===== config.mk =====
export PLATFORM = sky130hd
export DESIGN_NAME = fighter_sprite_engine
export DESIGN_NICKNAME = d
export VERILOG_FILES = /design/src/rtl/fighter_sprite_engine.sv
export SDC_FILE = /design/constraint.sdc
export NUM_CORES = 1
export LEC_CHECK = 0
export BUFFER_PORTS_ARGS = -buffer_cell sky130_fd_sc_hd__buf_2
export CAP_MARGIN = 20
export CORE_MARGIN = 4
export CORE_UTILIZATION = 55
export CTS_CLUSTER_DIAMETER = 80
export DETAILED_ROUTE_END_ITERATION = 6
export PLACE_DENSITY = 0.79
export SLEW_MARGIN = 40
export SYNTH_ARGS = -nofsm -noshare
export SYNTH_HDL_FRONTEND = slang
export SYNTH_SLANG_ARGS = --single-unit

===== constraint.sdc =====
create_clock -name Clk -period 8.38 [get_ports Clk]
set_clock_uncertainty 0.05 [all_clocks]
set_input_delay 0.838 -clock Clk [delete_from_list [all_inputs] [get_ports Clk]]
set_output_delay 0.838 -clock Clk [all_outputs]
set_load 0.05 [all_outputs]

===== src/rtl/fighter_sprite_engine.sv =====
// Per-fighter sprite engine: animation sequencing, frame-locked motion and a two-stage
// pixel fetch pipeline driving one external sprite ROM.
module fighter_sprite_engine #(
    parameter int                          NUM_ANIM     = 6,
    parameter int                          ADDR_W       = 19,
    parameter int                          SCALE_SH     = 1,
    parameter logic [NUM_ANIM*8-1:0]       ANIM_W       = {8'd40, 8'd40, 8'd40, 8'd40, 8'd48, 8'd37},
    parameter logic [NUM_ANIM*8-1:0]       ANIM_H       = {8'd60, 8'd60, 8'd60, 8'd60, 8'd60, 8'd60},
    parameter logic [NUM_ANIM*4-1:0]       ANIM_NF      = {4'd2, 4'd3, 4'd3, 4'd3, 4'd3, 4'd2},
    parameter logic [NUM_ANIM*ADDR_W-1:0]  ANIM_BASE    = {19'd80000, 19'd60000, 19'd40000,
                                                           19'd20000, 19'd8896, 19'd256},
    parameter logic [NUM_ANIM-1:0]         ANIM_ONESHOT = 6'b111110,
    parameter int                          FRAME_HOLD   = 4,
    parameter int                          START_X      = 560,
    parameter int                          START_Y      = 200,
    parameter int                          X_MIN        = 0,
    parameter int                          X_MAX        = 560,
    parameter int                          STEP         = 1,
    parameter int                          KNOCKBACK    = 40,
    parameter int                          MIN_GAP      = 50,
    parameter logic [7:0]                  TRANSPARENT  = 8'h00
) (
    input  logic              Clk,
    input  logic              Reset,
    input  logic              frame_clk,
    input  logic [2:0]        anim_req,
    input  logic              anim_req_vld,
    input  logic              move_left,
    input  logic              move_right,
    input  logic              face_left,
    input  logic [9:0]        opp_x,
    input  logic              opp_solid,
    input  logic [9:0]        DrawX,
    input  logic [9:0]        DrawY,
    output logic [ADDR_W-1:0] rom_addr,
    input  logic [7:0]        rom_data,
    output logic              is_sprite,
    output logic [7:0]        pix_index,
    output logic [9:0]        pos_x,
    output logic [9:0]        pos_y,
    output logic [2:0]        anim_cur,
    output logic [3:0]        frame_num,
    output logic              anim_done
);

    localparam int                 HOLD_W      = (FRAME_HOLD > 1) ? $clog2(FRAME_HOLD) : 1;
    localparam logic [2:0]         HURT_IDX    = 3'd5;
    localparam logic [7:0]         ONESHOT_PAD = 8'(ANIM_ONESHOT);
    localparam logic signed [11:0] STEP_S      = 12'(STEP);
    localparam logic signed [11:0] KB_S        = 12'(KNOCKBACK);
    localparam logic signed [11:0] GAP_S       = 12'(MIN_GAP);
    localparam logic signed [11:0] XMIN_S      = 12'(X_MIN);
    localparam logic signed [11:0] XMAX_S      = 12'(X_MAX);

    typedef enum logic {ST_IDLE_LOOP = 1'b0, ST_ONESHOT = 1'b1} anim_state_t;

    anim_state_t       state_r, state_nx_s;
    logic [2:0]        fclk_sync_r;
    logic [2:0]        anim_cur_r, anim_nx_s;
    logic [3:0]        frame_num_r, frame_nx_s;
    logic [HOLD_W-1:0] hold_r, hold_nx_s;
    logic [9:0]        pos_x_r, pos_y_r;
    logic              anim_done_r, done_s;
    logic              tick_s, req_ok_s, req_os_s, accept_s;
    logic [7:0]        w_cur_s, h_cur_s;
    logic [3:0]        nf_cur_s;
    logic signed [11:0] x_walk_s, x_gap_s, x_new_s, opp_s, diff_s;
    logic signed [11:0] dx_s, dy_s;
    logic [11:0]       w_span_s, h_span_s;
    logic [7:0]        col_s, col_m_s, row_s;
    logic              hit_s, hit_d1_r, is_sprite_r;
    logic [ADDR_W-1:0] addr_s, rom_addr_r;
    logic [7:0]        pix_index_r;

    assign tick_s   = fclk_sync_r[1] & ~fclk_sync_r[2];
    assign w_cur_s  = ANIM_W[int'(anim_cur_r)*8 +: 8];
    assign h_cur_s  = ANIM_H[int'(anim_cur_r)*8 +: 8];
    assign nf_cur_s = ANIM_NF[int'(anim_cur_r)*4 +: 4];
    assign req_ok_s = anim_req_vld && (int'(anim_req) < NUM_ANIM);
    assign req_os_s = req_ok_s && ONESHOT_PAD[anim_req];
    // A running one-shot can only be interrupted by a different one-shot.
    assign accept_s = tick_s && req_ok_s &&
                      ((state_r == ST_IDLE_LOOP) || (req_os_s && (anim_req != anim_cur_r)));

    // Animation sequencer next state: request acceptance, hold counting, frame advance.
    always_comb begin
        state_nx_s = state_r;
        anim_nx_s  = anim_cur_r;
        frame_nx_s = frame_num_r;
        hold_nx_s  = hold_r;
        done_s     = 1'b0;
        if (accept_s) begin
            anim_nx_s  = anim_req;
            frame_nx_s = 4'd0;
            hold_nx_s  = '0;
            state_nx_s = req_os_s ? ST_ONESHOT : ST_IDLE_LOOP;
        end else if (tick_s && (hold_r == HOLD_W'(FRAME_HOLD - 1))) begin
            hold_nx_s = '0;
            if (frame_num_r == (nf_cur_s - 4'd1)) begin
                frame_nx_s = 4'd0;
                if (state_r == ST_ONESHOT) begin
                    anim_nx_s  = 3'd0;
                    state_nx_s = ST_IDLE_LOOP;
                    done_s     = 1'b1;
                end else begin
                    state_nx_s = ST_IDLE_LOOP;
                end
            end else begin
                frame_nx_s = frame_num_r + 4'd1;
            end
        end else if (tick_s) begin
            hold_nx_s = hold_r + HOLD_W'(1);
        end else begin
            hold_nx_s = hold_r;
        end
    end

    // Motion: knockback or walk, then opponent spacing, then screen clamp.
    always_comb begin
        opp_s    = $signed({2'b00, opp_x});
        x_walk_s = $signed({2'b00, pos_x_r});
        if (accept_s && req_os_s && (anim_req == HURT_IDX)) begin
            if (face_left) begin
                x_walk_s = x_walk_s + KB_S;
            end else begin
                x_walk_s = x_walk_s - KB_S;
            end
        end else if ((state_r == ST_IDLE_LOOP) && (move_left ^ move_right)) begin
            if (move_right) begin
                x_walk_s = x_walk_s + STEP_S;
            end else begin
                x_walk_s = x_walk_s - STEP_S;
            end
        end else begin
            x_walk_s = $signed({2'b00, pos_x_r});
        end
        diff_s = x_walk_s - opp_s;
        if (opp_solid && (diff_s < GAP_S) && (diff_s > -GAP_S)) begin
            if (diff_s >= 12'sd0) begin
                x_gap_s = opp_s + GAP_S;
            end else begin
                x_gap_s = opp_s - GAP_S;
            end
        end else begin
            x_gap_s = x_walk_s;
        end
        if (x_gap_s < XMIN_S) begin
            x_new_s = XMIN_S;
        end else if (x_gap_s > XMAX_S) begin
            x_new_s = XMAX_S;
        end else begin
            x_new_s = x_gap_s;
        end
    end

    // Pixel stage 0: sprite-relative coordinates, hit test and ROM address.
    always_comb begin
        dx_s     = $signed({2'b00, DrawX}) - $signed({2'b00, pos_x_r});
        dy_s     = $signed({2'b00, DrawY}) - $signed({2'b00, pos_y_r});
        w_span_s = {4'b0000, w_cur_s} << SCALE_SH;
        h_span_s = {4'b0000, h_cur_s} << SCALE_SH;
        hit_s    = (dx_s >= 12'sd0) && (dx_s < $signed(w_span_s)) &&
                   (dy_s >= 12'sd0) && (dy_s < $signed(h_span_s));
        col_s    = 8'(dx_s[10:0] >> SCALE_SH);
        row_s    = 8'(dy_s[10:0] >> SCALE_SH);
        if (face_left) begin
            col_m_s = w_cur_s - 8'd1 - col_s;
        end else begin
            col_m_s = col_s;
        end
        addr_s = ANIM_BASE[int'(anim_cur_r)*ADDR_W +: ADDR_W]
               + ADDR_W'(frame_num_r) * ADDR_W'(w_cur_s) * ADDR_W'(h_cur_s)
               + ADDR_W'(row_s) * ADDR_W'(w_cur_s)
               + ADDR_W'(col_m_s);
    end

    // Sequential state: frame_clk sync, animation, position and the pixel pipeline.
    always_ff @(posedge Clk) begin
        if (Reset) begin
            fclk_sync_r <= 3'b000;
            state_r     <= ST_IDLE_LOOP;
            anim_cur_r  <= 3'd0;
            frame_num_r <= 4'd0;
            hold_r      <= '0;
            anim_done_r <= 1'b0;
            pos_x_r     <= 10'(START_X);
            pos_y_r     <= 10'(START_Y);
            rom_addr_r  <= '0;
            hit_d1_r    <= 1'b0;
            is_sprite_r <= 1'b0;
            pix_index_r <= 8'h00;
        end else begin
            fclk_sync_r <= {fclk_sync_r[1:0], frame_clk};
            state_r     <= state_nx_s;
            anim_cur_r  <= anim_nx_s;
            frame_num_r <= frame_nx_s;
            hold_r      <= hold_nx_s;
            anim_done_r <= done_s;
            if (tick_s) begin
                pos_x_r <= x_new_s[9:0];
            end
            if (hit_s) begin
                rom_addr_r <= addr_s;
            end
            hit_d1_r    <= hit_s;
            is_sprite_r <= hit_d1_r && (rom_data != TRANSPARENT);
            pix_index_r <= (hit_d1_r && (rom_data != TRANSPARENT)) ? rom_data : 8'h00;
        end
    end

    assign rom_addr  = rom_addr_r;
    assign is_sprite = is_sprite_r;
    assign pix_index = pix_index_r;
    assign pos_x     = pos_x_r;
    assign pos_y     = pos_y_r;
    assign anim_cur  = anim_cur_r;
    assign frame_num = frame_num_r;
    assign anim_done = anim_done_r;

endmodule


==> run_results.csv, run 1 <==
group,metric,value,unit
status,status,"finished, final reports clean",
worst_setup_path,cp-start-kind,"flop",
worst_setup_path,required,8.50,ns
synth,synth_seq_area_share,0.113,
sta,worst_slack,0.319,ns
worst_setup_path,criticalPathCategory,"reg -> reg",
synth,yosysTopAreaCell,"ha_1",
detailed_routing,drtIter0Drc,421,
final_layout,fill_cells,1366,
pwr,p_seq_frac,0.167,
cts,max-clock-path-buffers,2,
global_routing,grt_pass1_wl,36300,um
floorplanning,core_area,16700,um^2
sta,tightest_slew,0.808,ns
pwr,netSwitchingPower,0.000699,W
floorplanning,die_height,139,um
sta,min_period,8.06,ns
synth,synth_top_cells_by_area,"ha_1, fa_1, dfxtp_1, inv_1, xnor2_1",
worst_setup_path,r2r-start,"anim_cur[1]$_SDFFE_PP0P_",
worst_setup_path,end_kind,"flop",
pwr,ir_drop,157,uV
final_layout,antennaDiodeCount,0,
cts,cts_tree,"built",
detailed_routing,dr.pass1.iters,5,
worst_setup_path,critPathMostFrequentCell,"fa_1",
placed_design,gp_congestion,0.921,
pwr,power_density,148,nW/um^2
pwr,switching_share,0.443,
final_layout,fin_cells,1457,
synth,async_flop_share,0,
synth,synth_cell_types,79,
synth,yosysWarnings,0,
worst_setup_path,cp.arrival,8.18,ns
synth,syn_area,9410,um^2
synth,syn_area_per_cell,8.26,um^2
pwr,power.leakage,5.53,nW
final_layout,layout-drive-gt1-share,0.156,
cts,cts-root-buf,"clkbuf_16",
cts,path_clk_slew,0.07,ns
floorplanning,die_w,139,um
final_layout,nNetsFinal,1517,
sta,layout_worst_path_cycle_share,0.962,
global_routing,grt_pass1_vias,7666,
sta,slew_violations,0,
detailed_routing,viasPerCell,5.48,
detailed_routing,drt_wl_total,22700,um
pwr,p_int,0.000879,W
cts,numCtsBuffers,5,
final_layout,area_delta_synth_final,13.2,%
detailed_routing,final_antenna_net_count,0,
worst_setup_path,crit_fanout,4,
synth,ys.flop_type,"dfxtp_1",
worst_setup_path,crit_start,"anim_cur[1]$_SDFFE_PP0P_",
placed_design,pre_cts_slack,-0.113,ns
floorplanning,io_pins,105,
final_layout,utilization,0.638,
hold_path,min-delay-start,"fclk_sync_r[0]$_SDFF_PP0_",
global_routing,grt_max_degree,37,
sta,grt_setup_unrepaired,"true",
placed_design,dp_hpwl,18300,um
flow_run,cap_viol_max_count,0,
synth,synth_top_area_frac,0.202,
synth,netlist_instances,1140,
worst_setup_path,cpMaxStageDelayCell,"fa_1",
sta,slew_headroom,0.461,
floorplanning,start_util,0.564,
synth,synth_enable_flop_cells,0,
cts,cts_num_sinks,53,
placed_design,port_buffers,93,
sta,fmax,124,MHz
detailed_routing,dr_total_vias,7982,
global_routing,antenna_found_initial,0,
global_routing,grt.total_usage,0.223,
worst_setup_path,critPathMaxStageDelay,0.58,ns
sta,finalSetupViolCount,0,
pwr,power,0.00158,W
cts,cts_max_level,2,
pwr,p_comb_frac,0.674,
detailed_routing,wl_per_cell,15.6,um
pwr,clock_power_share,0.159,
cts,clock_latency,0.31,ns
global_routing,overflow,0,
sta,fin_setup_tns,0,ns
placed_design,dp_cells,1436,
floorplanning,rows,47,
hold_path,hold_path_class,"reg -> reg",
floorplanning,dieArea,19300,um^2
sta,hold_viol_final,0,
detailed_routing,drc,0,
synth,ys_ff_latch,53,
## metrics by stage
step	area, um^2	hold slack [ns]
floorplan	9450	0.364
global placement	10100	0.380
detailed placement	10100	0.377
CTS	10300	0.402
global route	10700	0.435
finish	10700	0.393
## state kept, by name, indices dropped and copies added, names as in the netlist
register,flops
anim_cur,3
pix_index,8
rom_addr,19
pos_x,10
hold_r,2
anim_done,1
is_sprite,1
hit_d1_r,1
fclk_sync_r,3
frame_num,4
state_r,1
## final timing paths
check	to	slack (ns)	cells past startpoint
max reg2reg	rom_addr[16]$_SDFFE_PP0P_	0.32	31
min	fclk_sync_r[1]$_SDFF_PP0_	0.39	1
max	rom_addr[16]$_SDFFE_PP0P_	0.32	31
min reg2reg	fclk_sync_r[1]$_SDFF_PP0_	0.39	1
## synthesized netlist by cell type, types with 19 or more instances
| master | number |
|---|---|
| xor2_1 | 22 |
| mux2i_1 | 29 |
| nand2_1 | 79 |
| ha_1 | 152 |
| clkbuf_1 | 24 |
| nor2b_1 | 27 |
| xnor2_1 | 41 |
| nor2_1 | 83 |
| and2_1 | 30 |
| nor3_1 | 20 |
| inv_1 | 198 |
| nand2b_1 | 19 |
| a21oi_1 | 41 |
| o21ai_0 | 39 |
| fa_1 | 80 |
| dfxtp_1 | 53 |
| a21o_1 | 19 |
## worst max-delay path: cells and delay by family, from the launching register on
kind | cells | cell delay [ns]
flops | 1 | 0.35
simple gates | 5 | 0.65
buf+inv | 6 | 0.45
xor+xnor | 2 | 0.29
mux | 1 | 0.13
compound gates | 6 | 1.27
fa+ha+maj | 11 | 4.72
## power groups by stage
stage          Sequential (W)  Clock [W]  Combinational [W]
2_1_floorplan        0.000278          0           0.000736
6_report             0.000263   0.000251            0.00106
5_1_grt              0.000264   0.000264            0.00123
3_5_place_dp         0.000269          0           0.000937
4_1_cts              0.000263   0.000255           0.000942
3_3_place_gp         0.000268          0           0.000902
## metal layers
metal / global-route usage / wire [um] / vias up
li1: - / - / 3948
met1: 0.289 / 9680 / 3805
met2: 0.387 / 11200 / 201
met3: 0.0483 / 1410 / 28
met4: 0.0438 / 342 / 0
met5: 0 / 0 / -
## cells in the final DEF (no fill, tap or decap), types with 6 or more instances in the layout
master	count
a21o_1	19
a21oi_1	35
a21oi_2	6
a31oi_1	9
and2_1	30
and3_1	9
buf_2	93
buf_4	29
conb_1	10
dfxtp_1	49
fa_1	79
ha_1	139
ha_4	12
inv_1	197
mux2i_1	29
nand2_1	74
nand2b_1	19
nand3_1	18
nand3b_1	6
nand4_1	6
nor2_1	83
nor2b_1	26
nor3_1	20
nor4_1	8
o211ai_1	10
o21ai_0	36
o21ai_1	7
xnor2_1	37
xor2_1	21
## repair_timing
| item | 4_1_cts | 5_1_grt |
|---|---|---|
| resized for setup | 1 | 42 |
| hold buffers | 0 | 0 |
| pin swaps | 0 | 19 |
| setup endpoints to repair | 2 | 5 |
| buffers inserted | 0 | 13 |
## cells by family (layout without fill, tap and decap cells)
kind of cell,after synthesis,in the layout,share of synthesized area
xor+xnor,64,64,0.0603
flops,53,53,0.113
buf+inv,240,329,0.102
compound gates,187,187,0.139
other cells,2,10,0.000798
fa+ha+maj,232,232,0.372
simple gates,331,331,0.179
mux,31,31,0.0336
## layout make-up
cell class              instances  area, um^2  area share
flip-flops and latches         53        1070       0.100
multi-input cells             855        7710       0.724
clock inverters                 2        38.8     0.00364
inverters                     199         747      0.0701
clock buffers                   6         129      0.0121
well taps                     220         275      0.0258
repair buffers                122         683      0.0641
No activity file was read; power rests on OpenSTA's default activity.
==> run 2: changes to the inputs <==
clock period = 7.3 ns   (was 8.38 ns; I/O delays follow)
==> run_results.csv, run 2 (synthesis results as in run 1) <==
group,metric,value,unit
cts,cts_max_level,2,
worst_setup_path,cp.arrival,7.63,ns
sta,layout_worst_path_cycle_share,1.03,
detailed_routing,final_antenna_net_count,0,
cts,cts_tree,"built",
global_routing,grt_max_degree,37,
floorplanning,io_pins,105,
detailed_routing,drt_wl_total,24100,um
cts,numCtsBuffers,5,
pwr,power_density,181,nW/um^2
worst_setup_path,r2r_slack,-0.16,ns
floorplanning,die_height,139,um
cts,path_clk_slew,0.07,ns
global_routing,grt_pass1_vias,8310,
final_layout,final_cell_mix,"inv_1, ha_1, buf_2, buf_4, nor2_1",
placed_design,port_buffers,93,
hold_path,min-delay-start,"fclk_sync_r[0]$_SDFF_PP0_",
worst_setup_path,endpoint,"rom_addr[16]$_SDFFE_PP0P_",
final_layout,area_delta_synth_final,20.6,%
sta,slew_violations,0,
floorplanning,start_util,0.564,
flow_run,cap_viol_max_count,0,
global_routing,antenna_found_initial,0,
worst_setup_path,crit_start,"DrawX[0]",
worst_setup_path,reg2reg_to,"rom_addr[16]$_SDFFE_PP0P_",
worst_setup_path,crit_fanout,3,
worst_setup_path,criticalPathCategory,"in -> reg",
cts,cts_hold_buf,0,
floorplanning,rows,47,
global_routing,grt_pass1_wl,39100,um
worst_setup_path,critPathMostFrequentCell,"inv_1",
detailed_routing,wl_per_cell,15.8,um
cts,cts-root-buf,"clkbuf_16",
status,status,"finished, violations left",
sta,fmax,133,MHz
hold_path,hold_path_class,"reg -> reg",
global_routing,grt.total_usage,0.241,
final_layout,nNetsFinal,1583,
final_layout,antennaDiodeCount,0,
worst_setup_path,r2r-start,"anim_cur[0]$_SDFFE_PP0P_",
sta,grt_setup_unrepaired,"true",
cts,max-clock-path-buffers,2,
placed_design,gp_congestion,0.931,
placed_design,pre_cts_slack,-0.652,ns
final_layout,layout-drive-gt1-share,0.232,
sta,min_period,7.51,ns
sta,worst_slack,-0.211,ns
detailed_routing,drc,0,
cts,clock_latency,0.31,ns
worst_setup_path,critPathMaxStageDelay,0.54,ns
worst_setup_path,end_kind,"flop",
placed_design,dp_hpwl,19800,um
detailed_routing,drtIter0Drc,624,
pwr,ir_drop,337,uV
final_layout,utilization,0.680,
floorplanning,die_w,139,um
worst_setup_path,reg2reg_depth,33,
worst_setup_path,cpMaxStageDelayCell,"fa_1",
sta,hold_viol_final,0,
cts,cts_num_sinks,53,
worst_setup_path,required,7.42,ns
floorplanning,core_area,16700,um^2
pwr,power.leakage,5.87,nW
sta,finalSetupViolCount,4,
worst_setup_path,cp-start-kind,"primary input",
sta,slew_headroom,0.433,
final_layout,largest_reg_flops,19,
floorplanning,dieArea,19300,um^2
status,violations,"setup timing",
detailed_routing,viasPerCell,5.44,
detailed_routing,dr_total_vias,8291,
global_routing,overflow,0,
final_layout,mostFrequentLayoutCell,"inv_1",
sta,tightest_slew,0.841,ns
detailed_routing,dr.pass1.iters,5,
run 2: cell count changes in the layout (fill, tap and decap cells not counted), sizes merged:
cell | previous run | this run
bufinv | 1 | 0
clkinvlp | 0 | 3
buf | 122 | 188
inv | 199 | 197
run 2: metal layers:
metal  up-vias  track usage  wire length (um)
met5         -            0                 0
met4         0       0.0675               584
met1      3931        0.313             10300
li1       4085            -                 -
met3        43       0.0262              1110
met2       232        0.425             12200
run 2: critical path: cells and delay by family:
kind,cells,cell delay (ns)
compound gates,12,2.05
mux,1,0.14
simple gates,4,0.31
fa+ha+maj,8,3.28
buf+inv,8,0.57
xor+xnor,3,0.54
run 2: where the power goes:
part | internal [W] | switching (W) | leakage (nW) | total (W)
logic | 0.000743 | 0.000764 | 5.38 | 0.00151
registers | 0.000293 | 0.00000371 | 0.431 | 0.000297
clock network | 0.000128 | 0.000120 | 0.0631 | 0.000247
total | 0.00116 | 0.000887 | 5.87 | 0.00205
run 2: stage by stage:
stage	hold slack (ns)	total power, W	cells	setup TNS (ns)	area, um^2
floorplan	0.364	0.00126	1148	-0.696	9730
global placement	0.378	0.00163	1501	-1.87	10900
detailed placement	0.401	0.00170	1501	-3.27	10900
CTS	0.416	0.00199	1518	-0.541	11200
global route	0.419	0.00224	1523	-2.02	11400
finish	0.411	0.00205	1523	-0.533	11400
run 2: cell type report:
class	count	area (um^2)
clock buffer	6	129
clock inverter	2	15.0
fill	1340	5350
inverter	199	756
multi-input combinational	855	7920
sequential	53	1070
tap	220	275
timing repair buffer	188	1190
run 2: worst min-delay path by stage:
stage	slack, ns	cells past startpoint	endpoint
4_1_cts	0.42	1	fclk_sync_r[1]$_SDFF_PP0_
6_report	0.41	1	fclk_sync_r[1]$_SDFF_PP0_
5_1_grt	0.42	1	fclk_sync_r[1]$_SDFF_PP0_
3_5_place_dp	0.40	1	fclk_sync_r[1]$_SDFF_PP0_
2_1_floorplan	0.36	1	fclk_sync_r[1]$_SDFF_PP0_
3_3_place_gp	0.38	1	fclk_sync_r[1]$_SDFF_PP0_
run 2: what timing repair did:
action / in CTS / in global routing
gates resized for setup: 27 / 26
pin swaps: 30 / 25
setup buffers: 9 / 5
endpoints found under the setup margin: 7 / 8
endpoints found under the hold margin: 0 / 0
==> run 3: changes to the inputs <==
CORE_UTILIZATION = 40   (was 55)
PLACE_DENSITY = unset   (was 0.79)
==> run_results.csv, run 3 (synthesis results as in run 1) <==
group,metric,value,unit
status,status,"finished, violations left",
status,violations,"setup timing",
sta,slew_headroom,0.475,
cts,cts_num_sinks,53,
global_routing,gr-usage-met1,0.245,
sta,slew_violations,0,
worst_setup_path,crit_fanout,4,
sta,hold_viol_final,0,
final_layout,nNetsFinal,1584,
hold_path,hold_path_class,"reg -> reg",
worst_setup_path,criticalPathCategory,"reg -> reg",
sta,finalSetupViolCount,4,
placed_design,gp_congestion,0.889,
final_layout,final_cell_mix,"inv_1, ha_1, buf_4",
detailed_routing,drc,0,
pwr,power_density,175,nW/um^2
detailed_routing,viasPerCell,4.93,
final_layout,area_delta_synth_final,21.8,%
placed_design,dp_cells,1601,
sta,tightest_slew,0.779,ns
worst_setup_path,required,7.43,ns
sta,grt_setup_unrepaired,"true",
detailed_routing,drt_wl_total,22700,um
floorplanning,die_w,161,um
floorplanning,dieArea,26100,um^2
floorplanning,io_pins,105,
detailed_routing,dr_total_vias,7971,
pwr,ir_drop,154,uV
detailed_routing,wl_per_cell,14.1,um
pwr,power.leakage,5.87,nW
placed_design,dp_hpwl,19400,um
floorplanning,rows,55,
final_layout,antennaDiodeCount,0,
final_layout,fill_cells,2241,
final_layout,layout-drive-gt1-share,0.233,
final_layout,mostFrequentLayoutCell,"inv_1",
global_routing,grt_pass1_wl,38500,um
cts,numCtsBuffers,5,
worst_setup_path,cp.arrival,7.51,ns
final_layout,fin_cells,1617,
sta,worst_slack,-0.0856,ns
placed_design,port_buffers,93,
global_routing,overflow,0,
worst_setup_path,end_kind,"flop",
global_routing,grt_pass1_vias,7832,
detailed_routing,drtIter0Drc,393,
floorplanning,start_util,0.411,
flow_run,cap_viol_max_count,0,
cts,clock_latency,0.32,ns
cts,cts-root-buf,"clkbuf_16",
worst_setup_path,cpLargestDelayFamily,"adder cells",
cts,cts_max_level,2,
cts,cts_tree,"built",
sta,fin_setup_tns,-0.202,ns
sta,min_period,7.39,ns
worst_setup_path,worst-path-buf-inv,6,
worst_setup_path,cp-start-kind,"flop",
worst_setup_path,cpMaxStageDelayCell,"fa_2",
floorplanning,core_area,22900,um^2
floorplanning,die_height,161,um
sta,fmax,135,MHz
sta,hold_slack,0.392,ns
cts,path_clk_slew,0.08,ns
cts,max-clock-path-buffers,2,
detailed_routing,final_antenna_net_count,0,
sta,layout_worst_path_cycle_share,1.01,
detailed_routing,dr.pass1.iters,5,
worst_setup_path,critPathMaxStageDelay,0.59,ns
final_layout,largest_reg_flops,19,
global_routing,busiest_layer,"met2",
global_routing,grt.total_usage,0.177,
final_layout,utilization,0.500,
global_routing,use_met3,0.0225,
global_routing,antenna_found_initial,0,
global_routing,grt_max_degree,37,
global_routing,use_met2,0.300,
-- run 3: cell count changes in the layout (fill, tap and decap cells not counted), moves of 3 or more --
cell | previous run | this run
a21oi_1 | 31 | 34
a21oi_2 | 9 | 6
inv_1 | 183 | 177
inv_2 | 12 | 18
o21ai_1 | 12 | 9
-- run 3: cell type report --
class / count / area [um^2] / share of cell area
timing repair buffer: 189 / 1190 / 0.104
tap: 313 / 392 / 0.0342
inverter: 199 / 756 / 0.0659
clock inverter: 3 / 23.8 / 0.00207
sequential: 53 / 1070 / 0.0936
multi-input combinational: 855 / 7900 / 0.690
clock buffer: 5 / 125 / 0.0109
-- run 3: through the flow --
stage / total power [W] / instance area (um^2) / setup WS, ns
after floorplan: 0.00126 / 9730 / -0.259
after global placement: 0.00164 / 11000 / -0.582
after detailed placement: 0.00166 / 11000 / -0.662
after CTS: 0.00195 / 11300 / -0.155
after global routing: 0.00222 / 11500 / -0.403
final: 0.00200 / 11500 / -0.0856
-- run 3: worst register-to-register path, delay by kind of cell (launching register included) --
family	cells	cell delay, ns
and+or+nand+nor	4	0.43
xor gates and xnor gates	2	0.23
AOI/OAI and AO/OA	8	1.16
DFF	1	0.39
buffers and inverters	6	0.36
muxes	1	0.14
adders and majority gates	11	4.48
-- run 3: worst paths after layout --
kind,cells past startpoint,slack [ns],to,startpoint
worst max-delay path,32,-0.09,rom_addr[17]$_SDFFE_PP0P_,anim_cur[0]$_SDFFE_PP0P_
worst min-delay path,1,0.39,fclk_sync_r[1]$_SDFF_PP0_,fclk_sync_r[0]$_SDFF_PP0_
worst max register to register,32,-0.09,rom_addr[17]$_SDFFE_PP0P_,anim_cur[0]$_SDFFE_PP0P_
worst min register to register,1,0.39,fclk_sync_r[1]$_SDFF_PP0_,fclk_sync_r[0]$_SDFF_PP0_
-- run 3: metal layers --
metal  vias to the layer above  share of wire
met3                        14          0.033
met2                       132           0.49
li1                       4085              -
met4                         0          0.010
met5                         -              0
met1                      3740           0.47
-- run 3: where the power goes --
group          internal (W)  switching (W)
Clock              0.000130       0.000130
Sequential         0.000293     0.00000380
Combinational      0.000732       0.000714
Total               0.00115       0.000848
-- run 3: what timing repair did --
action	4_1_cts	5_1_grt
resized for setup	29	24
endpoints found under the setup margin	5	8
pin swaps	38	8
buffers inserted	5	3
hold endpoints to repair	0	0
hold buffers	0	0
